File: src/rtl/imu_bias_remover.sv
// Averages the first 2**CAL_LOG2 samples into a bias, then emits sample minus bias as signed 32-bit.
// Registered output, one cycle after sample_valid; no backpressure. Optional deadband: IMU_BIAS_DEADBAND_EN.
module imu_bias_remover #(
  parameter int          DATA_W   = 16,
  parameter int          CAL_LOG2 = 8,
  parameter int unsigned DEADBAND = 4
) (
  input  logic              clk,
  input  logic              reset_n,
  input  logic              sample_valid,
  input  logic [DATA_W-1:0] sample_in,
  input  logic              recalibrate,
  output logic [31:0]       output_32,
  output logic              output_valid,
  output logic              calibrating,
  output logic [31:0]       bias_32
);

  typedef enum logic {CAL, RUN} state_t;

  state_t               state_q, state_d;
  logic signed [31:0]   acc_q, acc_d;
  logic signed [31:0]   bias_q, bias_d;
  logic signed [31:0]   out_q, out_d;
  logic                 out_vld_q, out_vld_d;
  logic [CAL_LOG2-1:0]  cnt_q, cnt_d;
  logic signed [31:0]   sample_ext;
  logic signed [31:0]   acc_sum;
  logic signed [31:0]   diff;
  logic signed [31:0]   corrected;

  if (DATA_W + CAL_LOG2 > 31 || DEADBAND > 32'h7FFF_FFFF) begin : g_param_check
    $error("imu_bias_remover: DATA_W+CAL_LOG2 must be <= 31 and DEADBAND must fit in 31 bits");
  end

  assign sample_ext = {{(32-DATA_W){sample_in[DATA_W-1]}}, sample_in};
  assign acc_sum    = acc_q + sample_ext;
  assign diff       = sample_ext - bias_q;

`ifdef IMU_BIAS_DEADBAND_EN
  localparam logic signed [31:0] DB_S = 32'(DEADBAND);
  assign corrected = (diff >= -DB_S && diff <= DB_S) ? 32'sd0 : diff;
`else
  assign corrected = diff;
`endif

  always_ff @(posedge clk) begin
    if (!reset_n) begin
      state_q   <= CAL;
      acc_q     <= '0;
      cnt_q     <= '0;
      bias_q    <= '0;
      out_q     <= '0;
      out_vld_q <= 1'b0;
    end else begin
      state_q   <= state_d;
      acc_q     <= acc_d;
      cnt_q     <= cnt_d;
      bias_q    <= bias_d;
      out_q     <= out_d;
      out_vld_q <= out_vld_d;
    end
  end

  always_comb begin
    state_d   = state_q;
    acc_d     = acc_q;
    cnt_d     = cnt_q;
    bias_d    = bias_q;
    out_d     = out_q;
    out_vld_d = 1'b0;
    // Recalibrate wins over a coincident sample; the old bias stays visible until replaced.
    if (recalibrate) begin
      state_d = CAL;
      acc_d   = '0;
      cnt_d   = '0;
      out_d   = '0;
    end else if (sample_valid) begin
      case (state_q)
        CAL: begin
          acc_d = acc_sum;
          cnt_d = cnt_q + 1'b1;
          if (cnt_q == '1) begin
            bias_d  = acc_sum >>> CAL_LOG2;
            acc_d   = '0;
            cnt_d   = '0;
            state_d = RUN;
          end
        end
        RUN: begin
          out_d     = corrected;
          out_vld_d = 1'b1;
        end
        default: state_d = CAL;
      endcase
    end
  end

  assign output_32    = out_q;
  assign output_valid = out_vld_q;
  assign calibrating  = (state_q == CAL);
  assign bias_32      = bias_q;

endmodule

File: config.mk
export PLATFORM = sky130hd
export DESIGN_NAME = imu_bias_remover
export DESIGN_NICKNAME = d
export VERILOG_FILES = /design/src/rtl/imu_bias_remover.sv
export SDC_FILE = /design/constraint.sdc
export NUM_CORES = 1
export LEC_CHECK = 0
export ABC_AREA = 1
export CAP_MARGIN = 20
export CELL_PAD_IN_SITES_DETAIL_PLACEMENT = 0
export CELL_PAD_IN_SITES_GLOBAL_PLACEMENT = 1
export CORE_MARGIN = 4
export CORE_UTILIZATION = 28
export CTS_BUF_LIST = sky130_fd_sc_hd__clkbuf_16
export CTS_CLUSTER_DIAMETER = 150
export DETAILED_ROUTE_END_ITERATION = 12
export PLACE_DENSITY_LB_ADDON = 0.3
export SLEW_MARGIN = 40
export SYNTH_ARGS = -nofsm -noshare
export SYNTH_HDL_FRONTEND = slang
export SYNTH_SLANG_ARGS = --single-unit
File: constraint.sdc
create_clock -name clk -period 3.2 [get_ports clk]
set_input_delay 0.96 -clock clk [delete_from_list [all_inputs] [get_ports clk]]
set_output_delay 0.96 -clock clk [all_outputs]
set_load 0.03 [all_outputs]
==> results of run 1 <==
[registers in the layout, indices dropped and copies added, names as in the netlist]
| name | count |
|---|---|
| acc_q | 32 |
| output_32 | 25 |
| bias_32 | 24 |
| cnt_q | 8 |
| output_valid | 1 |
| state_q | 1 |
[cell families after synthesis]
| family | synth area share |
|---|---|
| AOI/OAI and AO/OA | 0.125 |
| xor gates and xnor gates | 0.0212 |
| adders and majority gates | 0.0995 |
| buffers and inverters | 0.154 |
| DFF | 0.245 |
| and+or+nand+nor | 0.356 |
[worst min-delay path, delay by kind of cell (launching register included)]
kind,cells,cell delay [ps]
simple gates,1,60
compound gates,1,60
flops,1,310
[worst paths after layout]
| kind | from | endpoint | slack [ps] |
|---|---|---|---|
| worst min-delay path | acc_q[27]$_SDFFE_PP0P_ | acc_q[27]$_SDFFE_PP0P_ | 470 |
| worst min register to register | acc_q[27]$_SDFFE_PP0P_ | acc_q[27]$_SDFFE_PP0P_ | 470 |
| worst max-delay path | sample_in[0] | output_32[18]$_SDFFE_PP0P_ | 290 |
| worst max register to register | bias_32[0]$_SDFFE_PN0P_ | output_32[18]$_SDFFE_PP0P_ | 1070 |
[cell usage in the layout, fill, tap and decap left out, drive strengths merged, types with 2 or more instances in the layout]
cell,n
nand2,429
inv,244
nor2,128
a21oi,113
dfxtp,91
clkdlybuf4s50,85
buf,79
nand3,60
ha,56
o21ai,50
xor2,14
clkbuf,9
nand4,9
nor3,8
and2,6
o21bai,5
xnor2,4
nand3b,3
a21o,3
nor3b,3
bufinv,3
or2,3
clkinv,3
o211ai,2
a31oi,2
fa,2
[stage by stage]
step | utilization | cell area (um^2)
finish | 0.362 | 9450
global placement | 0.348 | 9100
global route | 0.362 | 9450
floorplan | - | 7450
CTS | 0.362 | 9450
detailed placement | 0.348 | 9100
[layout make-up]
| class | instances | area [um^2] |
|---|---|---|
| Tap cell | 335 | 419 |
| Timing Repair Buffer | 164 | 1470 |
| Multi-Input combinational cell | 904 | 4480 |
| Clock inverter | 7 | 121 |
| Clock buffer | 9 | 225 |
| Fill cell | 2945 | 16700 |
| Sequential cell | 91 | 1820 |
| Inverter | 243 | 913 |
[layer usage]
layer,share of wire,up-vias,GRT usage,routed length (um)
li1,-,4202,-,-
met1,0.49,3388,0.226,11900
met2,0.47,104,0.300,11400
met3,0.025,16,0.0146,616
met4,0.014,0,0.0420,329
met5,0,-,0,0
[power groups by stage]
stage | logic, mW | clock network (mW) | registers [mW]
floorplan | 0.405 | 0 | 1.18
detailed placement | 0.676 | 0 | 1.19
finish | 0.677 | 1.31 | 1.16
CTS | 0.679 | 1.35 | 1.16
global placement | 0.677 | 0 | 1.19
global route | 0.770 | 1.38 | 1.16
[synth_stat cells, types with 2 or more instances]
library cell and n:
o21ai_2 2, buf_4 15, dfxtp_1 91, xnor2_1 4, xor2_1 14, a21o_1 3, inv_1 241, nor3_1 7
o21ai_0 38, o211ai_1 2, clkbuf_1 13, o21ai_1 10, a21oi_1 112, nand2_2 2, nand3_1 60, buf_6 3
nor3b_1 3, fa_1 2, nand3b_1 3, and2_1 6, or2_2 2, nor2_1 126, buf_2 4, o21bai_1 5
a31oi_1 2, ha_1 56, nand2_1 427, nand4_1 8
==> impl_results.md, run 1 <==
* Status: finished clean
* Final hold viol count at 0
* Routed WL at approximately 24000 um
* Placed Instances at 1737
* ANT nets after route at 0
* Core Box Area at 0.0261 mm^2
* Nets at 1491
* Hold WS at 471 ps
* Cts repair resizes at 0
* Reg2Reg Depth at 13
* Post-route setup slack at 289 ps
* Worst Path Required at ~3500 ps
* Skew-Pair Late Insertion Delay at 360 ps
* Rel. slew slack at 0.679
* CP delay by family, top: buffers and inverters
* Worst path slowest cell: clkdlybuf4s50_1
* Synth Area per Inst at 5.84 um^2
* Total CTS buffers at 9
* Arr. time, crit path at 3170 ps
* Non-filler cells, final at 1753
* Die Span X at 171 um
* Setup TNS at 0 ps
* Final HPWL from detailed placement at 19900 um
* Critical Path Stages at 15
* Gr usage total at 0.171
* CTS Hold Bufs at 0
* First-pass detailed-route iteration total at 4
* Slew @ Worst Pin at between 400 and 500 ps
* Place WS at -102 ps
* Mapped Nets at 1353
* Synth Flop Type: dfxtp_1
* GRT overflow at 0
* Largest net degree at the start of global routing at 35
* Maxcap violations at 0
* TritonCTS clock tree: yes
* Longest Clk Path Bufs at 2
* Synth-to-Final Area Change at 26.9%
* Pint at between 2 and 2.5 mW
* Initial DRC Count at 371
* Clock Pin Slew Worst Setup and Hold Paths at 70 ps
* Pwr Density at 333 mW/mm^2
* I/O Pins at 86
* Worst path bufs/invs at 4
* Max Freq at 344 MHz
* Ys Warns at 0
* Flop pwr share at 0.368
* First-pass GRT wire length at 39700 um
* Largest cells by area after synthesis: dfxtp_1 24%, nand2_1 22%, inv_1 12%
* Yosys cell types at 42
* Final period util at 0.910
* Vias in the first global route at 7635
* Vias per cell at 4.40
* WHS Path Cells at 2
* Synth top area share at 0.245
* Comb power frac at 0.215
* CTS root buffer: clkbuf_16
* Post-layout min period at between 2000 and 3000 ps
* Final RePlAce weighted congestion at 0.832
* Antenna diodes at 0
* Seq cells post-synth at a little over 90
* WL/cell at 13.9 um
* Async SR Flop Fraction at 0
* Count of flip-flops with a built-in enable after synthesis at 0
* Clk pwr share at 0.417
* Max Transition Viols Final at 0
* Antenna violations before repair at 0
* Psw at a little under 1 mW
* Htree depth at 3
* Most used cell, CP: nand2_1
* Crit. End Element: flop
* Unrepaired setup endpoints after global routing: no
* Clock sink total at 91
* Starting Density at 0.285
* Worst Clk Skew at 10.0 ps
* Register area share after synthesis at 0.245
* Critical-path cell list: clkdlybuf4s50_1 > inv_1 > ha_1 > fa_1 > o21ai_0 > buf_4 > nand2_1 > nand2_1 > nand2_1 > nand2_1 > nand2_1 > nand3_1 > nand3_1 > nand2_1 > inv_1
* DRC Markers at 0
* Pwr Total at approximately 3.1 mW
* Hold Crit Class: flop to flop
* Cell taking the most area after synthesis: dfxtp_1
* Row count at 59
* Die ar. at 0.0293 mm^2
* I/O Buffers at 85
* Cells after synthesis at 1275
* Critical Path Max Stage Delay at 490 ps
* Setup bufs post-CTS at 0
* Crit Path Class: input pin to flop
* VDD IR max at 0.253 mV
* Proportion of layout cells with a drive suffix above 1 at 0.0769
* CP Max Fanout at 4
* CP Launch Type: input pin
* Leak Pwr at 4.95 nW
* Mapped Area at approximately 0.0074 mm^2
* Vias at 7710
* Die Y at 171 um
* Sw Share at 0.306
* Setup Viol. Count Final at 0
Note: power is estimated with default switching activity, not from simulation.
==> run 2: changes to the inputs <==
--- a/config.mk
+++ b/config.mk
@@ -14,6 +14,7 @@
 export CTS_BUF_LIST = sky130_fd_sc_hd__clkbuf_16
 export CTS_CLUSTER_DIAMETER = 150
 export DETAILED_ROUTE_END_ITERATION = 12
+export GPL_ROUTABILITY_DRIVEN = 0
 export PLACE_DENSITY_LB_ADDON = 0.3
 export SLEW_MARGIN = 40
 export SYNTH_ARGS = -nofsm -noshare
==> run 2 against run 1 <==
Sequential cell count unchanged; cell count up 0.17%; combinational power increased by 0.6%; non-clock buffer count increased by 3; die area did not move; wire length about the same; critical path depth stayed put.
==> impl_results.md, run 2 (synthesized netlist as in run 1, its figures left out) <==
* Status: finished clean
* Cts repair resizes at 0 (unchanged)
* Critical Path Max Stage Delay at 490 ps (about the same)
* Pwr Total at 3.04 mW (-3.5%)
* Worst Clk Skew at 17.2 ps (+7.17 ps)
* CTS root buffer: clkbuf_16
* Gr usage total at 0.169 (-0.00200)
* I/O Buffers at 85 (unchanged)
* Starting Density at 0.285 (unchanged)
* VDD IR max at 0.264 mV (+4.4%)
* Place WS at -73.1 ps (+28.8 ps)
* I/O Pins at 86 (unchanged)
* Max Transition Viols Final at 0 (unchanged)
* Initial DRC Count at 379 (+2.2%)
* Final HPWL from detailed placement at 19800 um (-0.42%)
* Antenna diodes at 0 (unchanged)
* CP Max Fanout at 3 (-1)
* Slew @ Worst Pin at 472 ps (-8.99 ps)
* Crit. End Element: flop
* Longest Clk Path Bufs at 2 (unchanged)
* Die Y at 171 um (unchanged)
* Total CTS buffers at 9 (unchanged)
* WL/cell at 13.8 um (-0.13%)
* Setup bufs post-CTS at 0 (unchanged)
* Proportion of layout cells with a drive suffix above 1 at 0.0774 (+0.000541)
* Final hold viol count at 0 (unchanged)
* Unrepaired setup endpoints after global routing: no
* Routed WL at 24300 um (about the same)
* CP delay by family, top: buffers and inverters
* Vias at 7795 (+1.1%)
* Skew-Pair Late Insertion Delay at 360 ps (about the same)
* DRC Markers at 0 (unchanged)
* Design Area, Final at 0.00946 mm^2 (about the same)
* Antenna violations before repair at 0 (unchanged)
* Placed inst area at 0.00914 mm^2 (+0.38%)
* Max Freq at 343 MHz (about the same)
* CTS Hold Bufs at 0 (unchanged)
* Final period util at 0.910 (about the same)
* Synth-to-Final Area Change at 27.0% (about the same)
* First-pass GRT wire length at 39300 um (-1.0%)
* CP Launch Type: input pin
* Hold WS at 472 ps (+1.00 ps)
* Clock Pin Slew Worst Setup and Hold Paths at 60 ps (about the same)
* Arr. time, crit path at 3160 ps (about the same)
* Largest net degree at the start of global routing at 57 (+63%)
* Worst path slowest cell: clkdlybuf4s50_1
* GRT overflow at 0 (unchanged)
* Worst Path Required at 3450 ps (about the same)
* Pwr Density at 321 mW/mm^2 (-3.6%)
* Die Span X at 171 um (unchanged)
* Most used cell, CP: nand2_1
* Row count at 59 (unchanged)
* Leak Pwr at 4.96 nW (+0.18%)
* Die ar. at 0.0293 mm^2 (unchanged)
* Nets at 1494 (+0.20%)
* Crit Path Class: input pin to flop
* Hold Crit Class: flop to flop
* Number of flip-flops under the largest register name at 32 (unchanged)
* Vias per cell at 4.44 (+0.93%)
* Setup Viol. Count Final at 0 (unchanged)
* Post-layout min period at 2910 ps (+1.62 ps)
* Vias in the first global route at 7579 (-0.73%)
* Core Box Area at 0.0261 mm^2 (unchanged)
* Rel. slew slack at 0.685 (+0.00565)
* Clock sink total at 91 (unchanged)
* TritonCTS clock tree: yes
* Most common cell after layout, fill and taps aside: nand2_1
* ANT nets after route at 0 (unchanged)
* Most frequent cells in the layout: 427 x nand2_1, 241 x inv_1, 126 x nor2_1, 112 x a21oi_1, 91 x dfxtp_1
* Htree depth at 3 (unchanged)
* Largest reg by FF count: acc_q
* First-pass detailed-route iteration total at 4 (unchanged)
* Critical-path cell list: clkdlybuf4s50_1 > ha_1 > inv_1 > fa_1 > o21ai_2 > nand2_1 > nand3_1 > buf_4 > nand2_1 > nand2_1 > nand2_1 > nand2_1 > nand2_1 > nand2_1 > inv_1
* Post-route setup slack at 288 ps (-1.62 ps)
* Worst path bufs/invs at 4 (unchanged)
* Maxcap violations at 0 (unchanged)
## run 2: stage by stage
| stage | setup TNS, ps | cells | util |
|---|---|---|---|
| after floorplan | 0 | 1275 | - |
| after global routing | 0 | 1756 | 0.362 |
| final | 0 | 1756 | 0.362 |
| after global placement | -398 | 1740 | 0.350 |
| after detailed placement | -326 | 1740 | 0.350 |
| after CTS | 0 | 1756 | 0.362 |
## run 2: path summary, 6_finish.rpt
check                              start                  endpoint  slack, ps  depth (start not counted)
hold / removal    acc_q[29]$_SDFFE_PP0P_    acc_q[29]$_SDFFE_PP0P_        470                          2
setup reg to reg   acc_q[0]$_SDFFE_PP0P_  bias_32[20]$_SDFFE_PN0P_       1050                         14
hold reg to reg   acc_q[29]$_SDFFE_PP0P_    acc_q[29]$_SDFFE_PP0P_        470                          2
setup / recovery            sample_in[0]  bias_32[20]$_SDFFE_PN0P_        290                         15
## run 2: cell type report
type	count	area (um^2)
clock buffer	9	225
clock inverter	7	93.8
fill	2932	16700
inverter	243	913
multi-input combinational	904	4480
sequential	91	1820
tap	335	419
timing repair buffer	167	1500
## run 2: worst min-delay path, stage by stage, from the launching register on
cell	delay [ps]
dfxtp_1	310
nand2_1	60
a21oi_1	50
## run 2: metal layers
metal | up-vias | share of wire | track usage
met1 | 3464 | 0.48 | 0.225
met4 | 0 | 0.011 | 0.0320
met2 | 115 | 0.47 | 0.297
met5 | - | 0 | 0
li1 | 4202 | - | -
met3 | 14 | 0.034 | 0.0183
## run 2: power by group
group,total [mW],switching [mW],internal [mW]
sequential,1.16,0.0114,1.15
combinational,0.681,0.411,0.270
clock,1.20,0.511,0.685
total,3.04,0.933,2.10
==> run 3: changes to the inputs <==
--- a/config.mk
+++ b/config.mk
@@ -9,11 +9,12 @@
 export CAP_MARGIN = 20
 export CELL_PAD_IN_SITES_DETAIL_PLACEMENT = 0
 export CELL_PAD_IN_SITES_GLOBAL_PLACEMENT = 1
-export CORE_MARGIN = 4
+export CORE_MARGIN = 1
 export CORE_UTILIZATION = 28
 export CTS_BUF_LIST = sky130_fd_sc_hd__clkbuf_16
 export CTS_CLUSTER_DIAMETER = 150
 export DETAILED_ROUTE_END_ITERATION = 12
+export DONT_BUFFER_PORTS = 1
 export GPL_ROUTABILITY_DRIVEN = 0
 export PLACE_DENSITY_LB_ADDON = 0.3
 export SLEW_MARGIN = 40
==> run 3 against run 2 <==
Final area fell by 15%; sequential share of layout area is 3.4 points higher; sequential power about the same; critical path type is now flop to flop.
==> impl_results.md, run 3 (synthesized netlist as in run 1, its figures left out) <==
* Status: finished clean
* Longest Clk Path Bufs at 2 (unchanged)
* Setup bufs post-CTS at 0 (unchanged)
* Skew-Pair Late Insertion Delay at 370 ps (about the same)
* Unrepaired setup endpoints after global routing: no
* Gr usage total at 0.188 (+0.0196)
* Core Box Area at 0.0261 mm^2 (-0.28%)
* Design Area, Final at 0.00803 mm^2 (-15%)
* Clock Pin Slew Worst Setup and Hold Paths at 80 ps (+20 ps)
* Slew @ Worst Pin at 732 ps (+260 ps)
* Max Transition Viols Final at 0 (unchanged)
* Row count at 59 (unchanged)
* I/O Pins at 86 (unchanged)
* Flop pwr share at 0.408 (+0.026)
* Die Y at 165 um (-3.5%)
* Die Span X at 165 um (-3.5%)
* Number of flip-flops under the largest register name at 32 (unchanged)
* Clk pwr share at 0.396 (+0.002)
* Worst Clk Skew at 16.3 ps (-0.837 ps)
* Crit Path Class: flop to flop
* Initial DRC Count at 430 (+13%)
* Htree depth at 3 (unchanged)
* CTS Hold Bufs at 0 (unchanged)
* GRT overflow at 0 (unchanged)
* Pint at 1.88 mW (-11%)
* Cts repair resizes at 0 (unchanged)
* Synth-to-Final Area Change at 7.85%
* Most frequent cells in the layout: 427 x nand2_1, 240 x inv_1, 126 x nor2_1, 112 x a21oi_1, 89 x dfxtp_1
* Leak Pwr at 4.29 nW (-13%)
* Arr. time, crit path at 2810 ps (-350 ps)
* Largest reg by FF count: acc_q
* Final HPWL from detailed placement at 20200 um (+2.2%)
* Final period util at 0.796 (-0.114)
* Vias at 7288 (-6.5%)
* Setup Viol. Count Final at 0 (unchanged)
* Hold Crit Class: flop to flop
* Rel. slew slack at 0.516 (-0.169)
* Fin util at 0.308 (-0.0536)
* Worst Path Required at 3460 ps (about the same)
* I/O Buffers at 0 (-100%)
* Die ar. at 0.0273 mm^2 (-6.9%)
* Total CTS buffers at 9 (unchanged)
* Maxcap violations at 0 (unchanged)
* Vias in the first global route at 7000 (-7.6%)
* DRC Markers at 0 (unchanged)
* Sw Share at 0.338 (+0.0312)
* First-pass detailed-route iteration total at 7 (+3)
* Antenna violations before repair at 0 (unchanged)
* Nets at 1337 (-11%)
* Post-layout min period at 2550 ps (-365 ps)
* Psw at 962 uW (+3.1%)
* Largest net degree at the start of global routing at 37 (-35%)
* Comb power frac at 0.196 (-0.028)
* Starting Density at 0.286 (+0.000807)
* Crit. End Element: flop
* Max Freq at 393 MHz (+14%)
* Antenna diodes at 0 (unchanged)
* CP Launch Type: flop
* Final hold viol count at 0 (unchanged)
* VDD IR max at 0.245 mV (-7.3%)
* TritonCTS clock tree: yes
* CP Max Fanout at 4 (+1)
* First-pass GRT wire length at 38600 um (-1.7%)
* Vias per cell at 4.56 (+2.7%)
* Pwr Density at 354 mW/mm^2 (+10%)
* Most common cell after layout, fill and taps aside: nand2_1
* Proportion of layout cells with a drive suffix above 1 at 0.0332 (-0.0442)
* WL/cell at 15.5 um (+12%)
* CTS root buffer: clkbuf_16
* Clock sink total at 91 (unchanged)
* Placed inst area at 0.00773 mm^2 (-15%)
* Routed WL at 24700 um (+1.7%)
* Setup TNS at 0 ps (unchanged)
* ANT nets after route at 0 (unchanged)
-- run 3: final cells by class --
cell class,count,area [um^2]
clock inverter,7,71.3
tap,335,419
timing repair buffer,10,100
sequential,91,1820
fill,3014,18000
multi-input combinational,904,4480
clock buffer,9,225
inverter,243,913
-- run 3: final timing paths --
kind,slack [ps],startpoint,end,cells after the start
max,650,bias_32[10]$_SDFFE_PN0P_,output_32[19]$_SDFFE_PP0P_,12
min,470,acc_q[24]$_SDFFE_PP0P_,acc_q[24]$_SDFFE_PP0P_,2
max reg2reg,650,bias_32[10]$_SDFFE_PN0P_,output_32[19]$_SDFFE_PP0P_,12
min reg2reg,470,acc_q[24]$_SDFFE_PP0P_,acc_q[24]$_SDFFE_PP0P_,2
-- run 3: worst max-delay path, cell delays in order (launching register included) --
cell and delay [ps]:
dfxtp_1 570, inv_1 180, ha_1 430, a21oi_1 230
inv_1 60, a21oi_1 350, o21ai_0 160, nand2_1 120
nand3_1 70, nand2_1 60, nand3_1 100, nand2_1 80
inv_1 30
-- run 3: per-stage QoR --
step / setup slack [ps] / power, mW / hold WS [ps] / cells
after CTS: 680 / 2.89 / 475 / 1599
after global placement: 318 / 1.75 / 456 / 1583
final: 653 / 2.84 / 474 / 1599
after floorplan: 578 / 1.59 / 449 / 1275
after global routing: 468 / 3.00 / 495 / 1599
after detailed placement: 304 / 1.74 / 462 / 1583
-- run 3: power by group through the flow --
stage | Sequential, mW | Combinational, mW | Clock, mW
floorplan | 1.18 | 0.405 | 0
global placement | 1.19 | 0.561 | 0
detailed placement | 1.19 | 0.557 | 0
CTS | 1.16 | 0.560 | 1.17
global route | 1.16 | 0.638 | 1.20
finish | 1.16 | 0.556 | 1.13
-- run 3: metal layers --
metal,GRT usage,routed length (um),part of all wire
met4,0.0500,399,0.016
met3,0.0267,998,0.040
met2,0.323,11600,0.47
met5,0,0,0
met1,0.244,11700,0.48
